File: config.mk
export PLATFORM = sky130hd
export DESIGN_NAME = sht40_frame_check
export DESIGN_NICKNAME = d
export VERILOG_FILES = /design/src/rtl/sht40_frame_check.sv
export SDC_FILE = /design/constraint.sdc
export NUM_CORES = 1
export LEC_CHECK = 0
export ABC_AREA = 1
export CAP_MARGIN = 0
export CELL_PAD_IN_SITES_DETAIL_PLACEMENT = 1
export CELL_PAD_IN_SITES_GLOBAL_PLACEMENT = 1
export CORE_MARGIN = 2
export CORE_UTILIZATION = 37
export CTS_CLUSTER_DIAMETER = 40
export DETAILED_ROUTE_END_ITERATION = 7
export PLACE_DENSITY = 0.75
export SYNTH_ARGS = -nofsm -noshare
export SYNTH_HDL_FRONTEND = slang
export SYNTH_SLANG_ARGS = --single-unit
File: constraint.sdc
create_clock -name clk -period 1.75 [get_ports clk]
set_input_delay 0.175 -clock clk [delete_from_list [all_inputs] [get_ports clk]]
set_output_delay 0.175 -clock clk [all_outputs]
set_load 0.02 [all_outputs]
File: src/rtl/sht40_frame_check.sv
// sht40_frame_check: CRC-8 check and atomic publish of SHT40 temperature/humidity frames.
// Ports: clk, rst_n (sync, active-low); Frame_Start, Byte_In[7:0], Byte_Valid from the I2C master;
// Busy, Temp_Raw[15:0], Hum_Raw[15:0], Data_Valid, Crc_Error, Overrun_Error, Error_Count[7:0] out.
module sht40_frame_check (
  input  logic        clk,
  input  logic        rst_n,
  input  logic        Frame_Start,
  input  logic [7:0]  Byte_In,
  input  logic        Byte_Valid,
  output logic        Busy,
  output logic [15:0] Temp_Raw,
  output logic [15:0] Hum_Raw,
  output logic        Data_Valid,
  output logic        Crc_Error,
  output logic        Overrun_Error,
  output logic [7:0]  Error_Count
);
  typedef enum logic [1:0] {S_WAIT, S_CRC, S_CMP, S_ABORT} state_t;
  state_t      state_q, state_d;
  logic [2:0]  idx_q, idx_d, bit_q, bit_d;
  logic [7:0]  crc_q, crc_d, sh_q, sh_d, err_cnt_q, err_cnt_d;
  logic [15:0] th_q, th_d, hh_q, hh_d, temp_q, temp_d, hum_q, hum_d;
  logic        dv_q, dv_d, cerr_q, cerr_d, ovr_q, ovr_d;
  assign Busy          = (state_q == S_CRC) || (state_q == S_CMP);
  assign Temp_Raw      = temp_q;
  assign Hum_Raw       = hum_q;
  assign Data_Valid    = dv_q;
  assign Crc_Error     = cerr_q;
  assign Overrun_Error = ovr_q;
  assign Error_Count   = err_cnt_q;
  always_comb begin
    state_d = state_q;
    idx_d   = idx_q;
    bit_d   = bit_q;
    crc_d   = crc_q;
    sh_d    = sh_q;
    th_d    = th_q;
    hh_d    = hh_q;
    temp_d  = temp_q;
    hum_d   = hum_q;
    dv_d    = 1'b0;
    cerr_d  = 1'b0;
    ovr_d   = 1'b0;
    if (Frame_Start) begin
      state_d = S_WAIT;
      idx_d   = 3'd0;
      crc_d   = 8'hFF;
    end else if (Byte_Valid && Busy) begin
      ovr_d   = 1'b1;
      state_d = S_ABORT;
    end else begin
      case (state_q)
        S_WAIT: if (Byte_Valid) begin
          sh_d  = Byte_In;
          bit_d = 3'd0;
          if (idx_q == 3'd2 || idx_q == 3'd5) state_d = S_CMP;
          else begin
            state_d = S_CRC;
            if (idx_q == 3'd0) th_d[15:8] = Byte_In;
            if (idx_q == 3'd1) th_d[7:0]  = Byte_In;
            if (idx_q == 3'd3) hh_d[15:8] = Byte_In;
            if (idx_q == 3'd4) hh_d[7:0]  = Byte_In;
          end
        end
        S_CRC: begin
          crc_d = {crc_q[6:0], 1'b0} ^ ((crc_q[7] ^ sh_q[7]) ? 8'h31 : 8'h00);
          sh_d  = {sh_q[6:0], 1'b0};
          bit_d = bit_q + 3'd1;
          if (bit_q == 3'd7) begin
            idx_d   = idx_q + 3'd1;
            state_d = S_WAIT;
          end
        end
        S_CMP: if (sh_q == crc_q) begin
          state_d = S_WAIT;
          crc_d   = 8'hFF;
          idx_d   = (idx_q == 3'd5) ? 3'd0 : 3'd3;
          if (idx_q == 3'd5) begin
            temp_d = th_q;
            hum_d  = hh_q;
            dv_d   = 1'b1;
          end
        end else begin
          cerr_d  = 1'b1;
          state_d = S_ABORT;
        end
        default: ;
      endcase
    end
    err_cnt_d = ((cerr_d || ovr_d) && err_cnt_q != 8'hFF) ? err_cnt_q + 8'd1 : err_cnt_q;
  end
  always_ff @(posedge clk) begin
    if (!rst_n) begin
      state_q   <= S_ABORT;
      idx_q     <= 3'd0;
      bit_q     <= 3'd0;
      crc_q     <= 8'hFF;
      sh_q      <= 8'h00;
      th_q      <= 16'h0;
      hh_q      <= 16'h0;
      temp_q    <= 16'h0;
      hum_q     <= 16'h0;
      dv_q      <= 1'b0;
      cerr_q    <= 1'b0;
      ovr_q     <= 1'b0;
      err_cnt_q <= 8'h0;
    end else begin
      state_q   <= state_d;
      idx_q     <= idx_d;
      bit_q     <= bit_d;
      crc_q     <= crc_d;
      sh_q      <= sh_d;
      th_q      <= th_d;
      hh_q      <= hh_d;
      temp_q    <= temp_d;
      hum_q     <= hum_d;
      dv_q      <= dv_d;
      cerr_q    <= cerr_d;
      ovr_q     <= ovr_d;
      err_cnt_q <= err_cnt_d;
    end
  end
endmodule
==> flow_metrics.tcl <==
set metrics [dict create \
    status "complete, but fails checks" \
    violations "setup timing" \
    drv_slew 0 \
    worst-r2r-cell-count 12 \
    swShare 0.344 \
    drive_above_1_share 0.307 \
    crit_cells 12 \
    seqPwrFrac 0.352 \
    die_w_um 112 \
    pre_cts_ws_ns -0.157 \
    reg2reg_from "state_q[0]$_SDFFE_PN1P_" \
    netSwitchingPower_w 0.00253 \
    wl_per_cell_um 17.3 \
    cap_viol_max_count 0 \
    seq_area_frac_synth 0.462 \
    relSlewSlack 0.676 \
    core-area_sq_um 11400 \
    p_leak_nw 2.34 \
    ys_seq_elements 99 \
    setup_slack_ns -0.180 \
    dieArea_sq_um 12500 \
    row_count 39 \
    met3_usage 0.0386 \
    drcViolationCount 0 \
    h-tree-depth 3 \
    grt_pass1_vias 4141 \
    placedCellCount 762 \
    synthMuxAreaShare 0 \
    synth.top_cells.by_area "dfxtp_1, a21oi_1, inv_1" \
    pin_count 56 \
    dpl-instance-area_sq_um 5260 \
    path_cells "inv_2, ha_4, buf_6, nand2_8, inv_4, nor2_4, inv_2, nor3_4, nand3_2, buf_12, buf_6, a21oi_2" \
    crit_slowest_cell "dfxtp_2" \
    drt_iter0_drc 144 \
    tightest_slew_ns 0.484 \
    worstSetupStartpointType "flip-flop" \
    finalSetupViolCount 51 \
    peakVddDrop_mv 0.708 \
    grt_max_degree 74 \
    dpl.hpwl_um 8100 \
    reg2reg_to "Temp_Raw[13]$_SDFFE_PN0P_" \
    grt_pass1_wl_um 20500 \
    synth_nets 567 \
    critPathMaxFanout 23 \
    hold_path_depth 3 \
    antenna_found_initial 0 \
    worstHoldPathType "primary input to flip-flop" \
    drt-pass1-iter-count 4 \
    port_buffers 55 \
    synth_top_area_share 0.462 \
    synth_top_family_by_area "compound AO/OA/AOI/OAI gates" \
    synthArstFlopShare 0 \
    pwr-share-comb 0.343 \
    max_freq_mhz 518 \
    viasPerCell 5.05 \
    grt.total_usage 0.203 \
    crit_type "flip-flop to flip-flop" \
    max_stage_delay_ns 0.35 \
    n_antenna_cell 0 \
    skew_ns 0.00842 \
    nNetsFinal 664 \
    cp-end-kind "flip-flop" \
    routabilityCongestion 0.772 \
    final_cells 788 \
    startpoint "state_q[0]$_SDFFE_PN1P_" \
    synth_adder_area_share 0.0350 \
    cpLargestDelayFamily "buffers and inverters" \
    grtUsageMet2 0.371 \
    synth_ff_type "dfxtp_1" \
    min_period_ns 1.93 \
    power.density_nw_per_um2 1190 \
    synth_xor_area_frac 0.0204 \
    synth_edf_count 0 \
    worst-path-buf-inv 6 \
    finalCritPeriodShare 1.10 \
    avgSynthCellArea_sq_um 7.90 \
    overflow 0 \
    p_clk_frac 0.305 \
    yosysWarnings 0 \
    clkTransAtPathRegs_ns 0.07 \
    synth_compound_area_frac 0.206 \
    r2r_setup_slack_ns -0.18 \
    cts_buffer_depth 2 \
    intPower_w 0.00482 \
    hp-start "rst_n" \
    initial_core_util 0.377 \
    grt_use_met1 0.240 \
    num_vias 3982 \
    crit_end "Temp_Raw[13]$_SDFFE_PN0P_" \
    arrival_ns 2.20 \
    cts.sink_count 99 \
    cts_tree "yes" \
    antenna_left 0 \
    cts_root_buffer "clkbuf_16" \
    drt-total-wl_um 13700 \
    crit_required_ns 2.02 \
    syn2layout_area_growth_pct 44.4 \
    syn_area_sq_um 4290 \
    die_height_um 112 \
    yosysTopAreaCell "dfxtp_1" \
    n_fill_cell 1318 \
    numCtsBuffers 9 \
    clock_latency_ns 0.35 \
    synth_cells 543 \
    synth-simple-area-share 0.155 \
    top_usage_layer "met2" \
    fin_area_sq_um 6190 \
    rsz0062_at_grt "true" \
    synth_cell_types 33 \
    cts_hold_buf 0 \
    hold_viol 0 \
]
==> how the worst min path moves through the flow <==
stage / end / slack, ns
detailed placement: hh_q[1]$_SDFFE_PN0P_ / 0.43
CTS: bit_q[2]$_SDFFE_PN0P_ / 0.26
global placement: hh_q[1]$_SDFFE_PN0P_ / 0.43
finish: bit_q[2]$_SDFFE_PN0P_ / 0.25
global route: bit_q[2]$_SDFFE_PN0P_ / 0.28
floorplan: Overrun_Error$_SDFF_PN0_ / 0.33
==> cell usage in the layout (no fill, tap or decap), types with 3 or more instances in the layout <==
cell,Yosys,final
dfxtp_1,99,94
inv_1,84,80
nand2_1,73,71
clkdlybuf4s50_1,0,53
a21oi_1,80,46
o21ai_2,2,39
a21oi_2,0,33
buf_4,3,33
nand3_1,29,27
o21ai_1,24,21
buf_6,10,19
nor2_1,17,15
o21ai_0,50,10
clkbuf_16,0,9
xnor2_1,7,7
nand2_2,4,6
o21ai_4,0,6
a31oi_1,6,6
ha_1,12,6
inv_2,4,5
dfxtp_2,0,5
ha_2,0,4
inv_4,0,3
xor2_1,3,3
nand3_4,0,3
o2111ai_1,3,3
buf_12,0,3
buf_8,0,3
==> worst reg2reg max path, cell delays in order (launching register included) <==
cell and delay [ns]:
dfxtp_2 0.35, inv_2 0.06, ha_4 0.23, buf_6 0.13, nand2_8 0.07, inv_4 0.03
nor2_4 0.09, inv_2 0.06, nor3_4 0.13, nand3_2 0.14, buf_12 0.20, buf_6 0.15
a21oi_2 0.20
==> state kept, by name (all words and copies together), names as in the netlist <==
signal         flops
hh_q              16
Data_Valid         1
Hum_Raw           16
Overrun_Error      1
sh_q               8
bit_q              3
Temp_Raw          16
Crc_Error          1
Error_Count        8
crc_q              8
idx_q              3
th_q              16
state_q            2
==> final cells by class <==
type                       instances  area, sq um  area share
clock inverter                     5         82.6      0.0133
multi-input combinational        329         2240       0.362
clock buffer                      11          253      0.0408
timing repair buffer             113         1110       0.179
inverter                          88          338      0.0545
tap                              143          179      0.0289
sequential                        99         1990       0.321
==> per-layer routing <==
metal,routed length (um),vias to the layer above
met5,0,-
met4,302,0
li1,-,1962
met1,5930,1938
met2,7050,57
met3,378,25
==> repair_timing <==
item,4_1_cts,5_1_grt
buffers inserted,3,4
pin swaps,8,13
endpoints found under the setup margin,61,93
gates resized for setup,69,110
gates cloned,3,1
==> power by group through the flow <==
stage	clock network (W)	logic, W	registers (W)
floorplan	0	0.00133	0.00259
global placement	0	0.00200	0.00259
detailed placement	0	0.00209	0.00260
CTS	0.00226	0.00217	0.00256
global route	0.00237	0.00276	0.00260
finish	0.00225	0.00252	0.00259
==> per-stage QoR <==
stage / TNS, ns / total power [W] / utilization / hold slack (ns)
2_1_floorplan: -0.657 / 0.00392 / - / 0.329
3_3_place_gp: -0.946 / 0.00459 / 0.463 / 0.428
3_5_place_dp: -4.02 / 0.00469 / 0.463 / 0.433
4_1_cts: -1.90 / 0.00699 / 0.512 / 0.258
5_1_grt: -8.22 / 0.00773 / 0.545 / 0.280
6_report: -3.29 / 0.00735 / 0.545 / 0.255
==> cells by family (layout without fill, tap and decap cells) <==
group / after synthesis / in the layout
AOI/OAI and AO/OA: 168 / 168
xor gates and xnor gates: 10 / 10
DFF: 99 / 99
buffers and inverters: 115 / 217
and+or+nand+nor: 139 / 139
adders and majority gates: 12 / 12
==> synth_stat cells, types with 4 or more instances <==
cell type  count
a31oi_1        6
inv_1         84
buf_6         10
o21ai_0       50
a21oi_1       80
o21ai_1       24
nand2_1       73
clkbuf_1      12
dfxtp_1       99
xnor2_1        7
inv_2          4
nor2_1        17
ha_1          12
nand3_1       29
nand2_2        4
(Power assumes the default switching activity.)
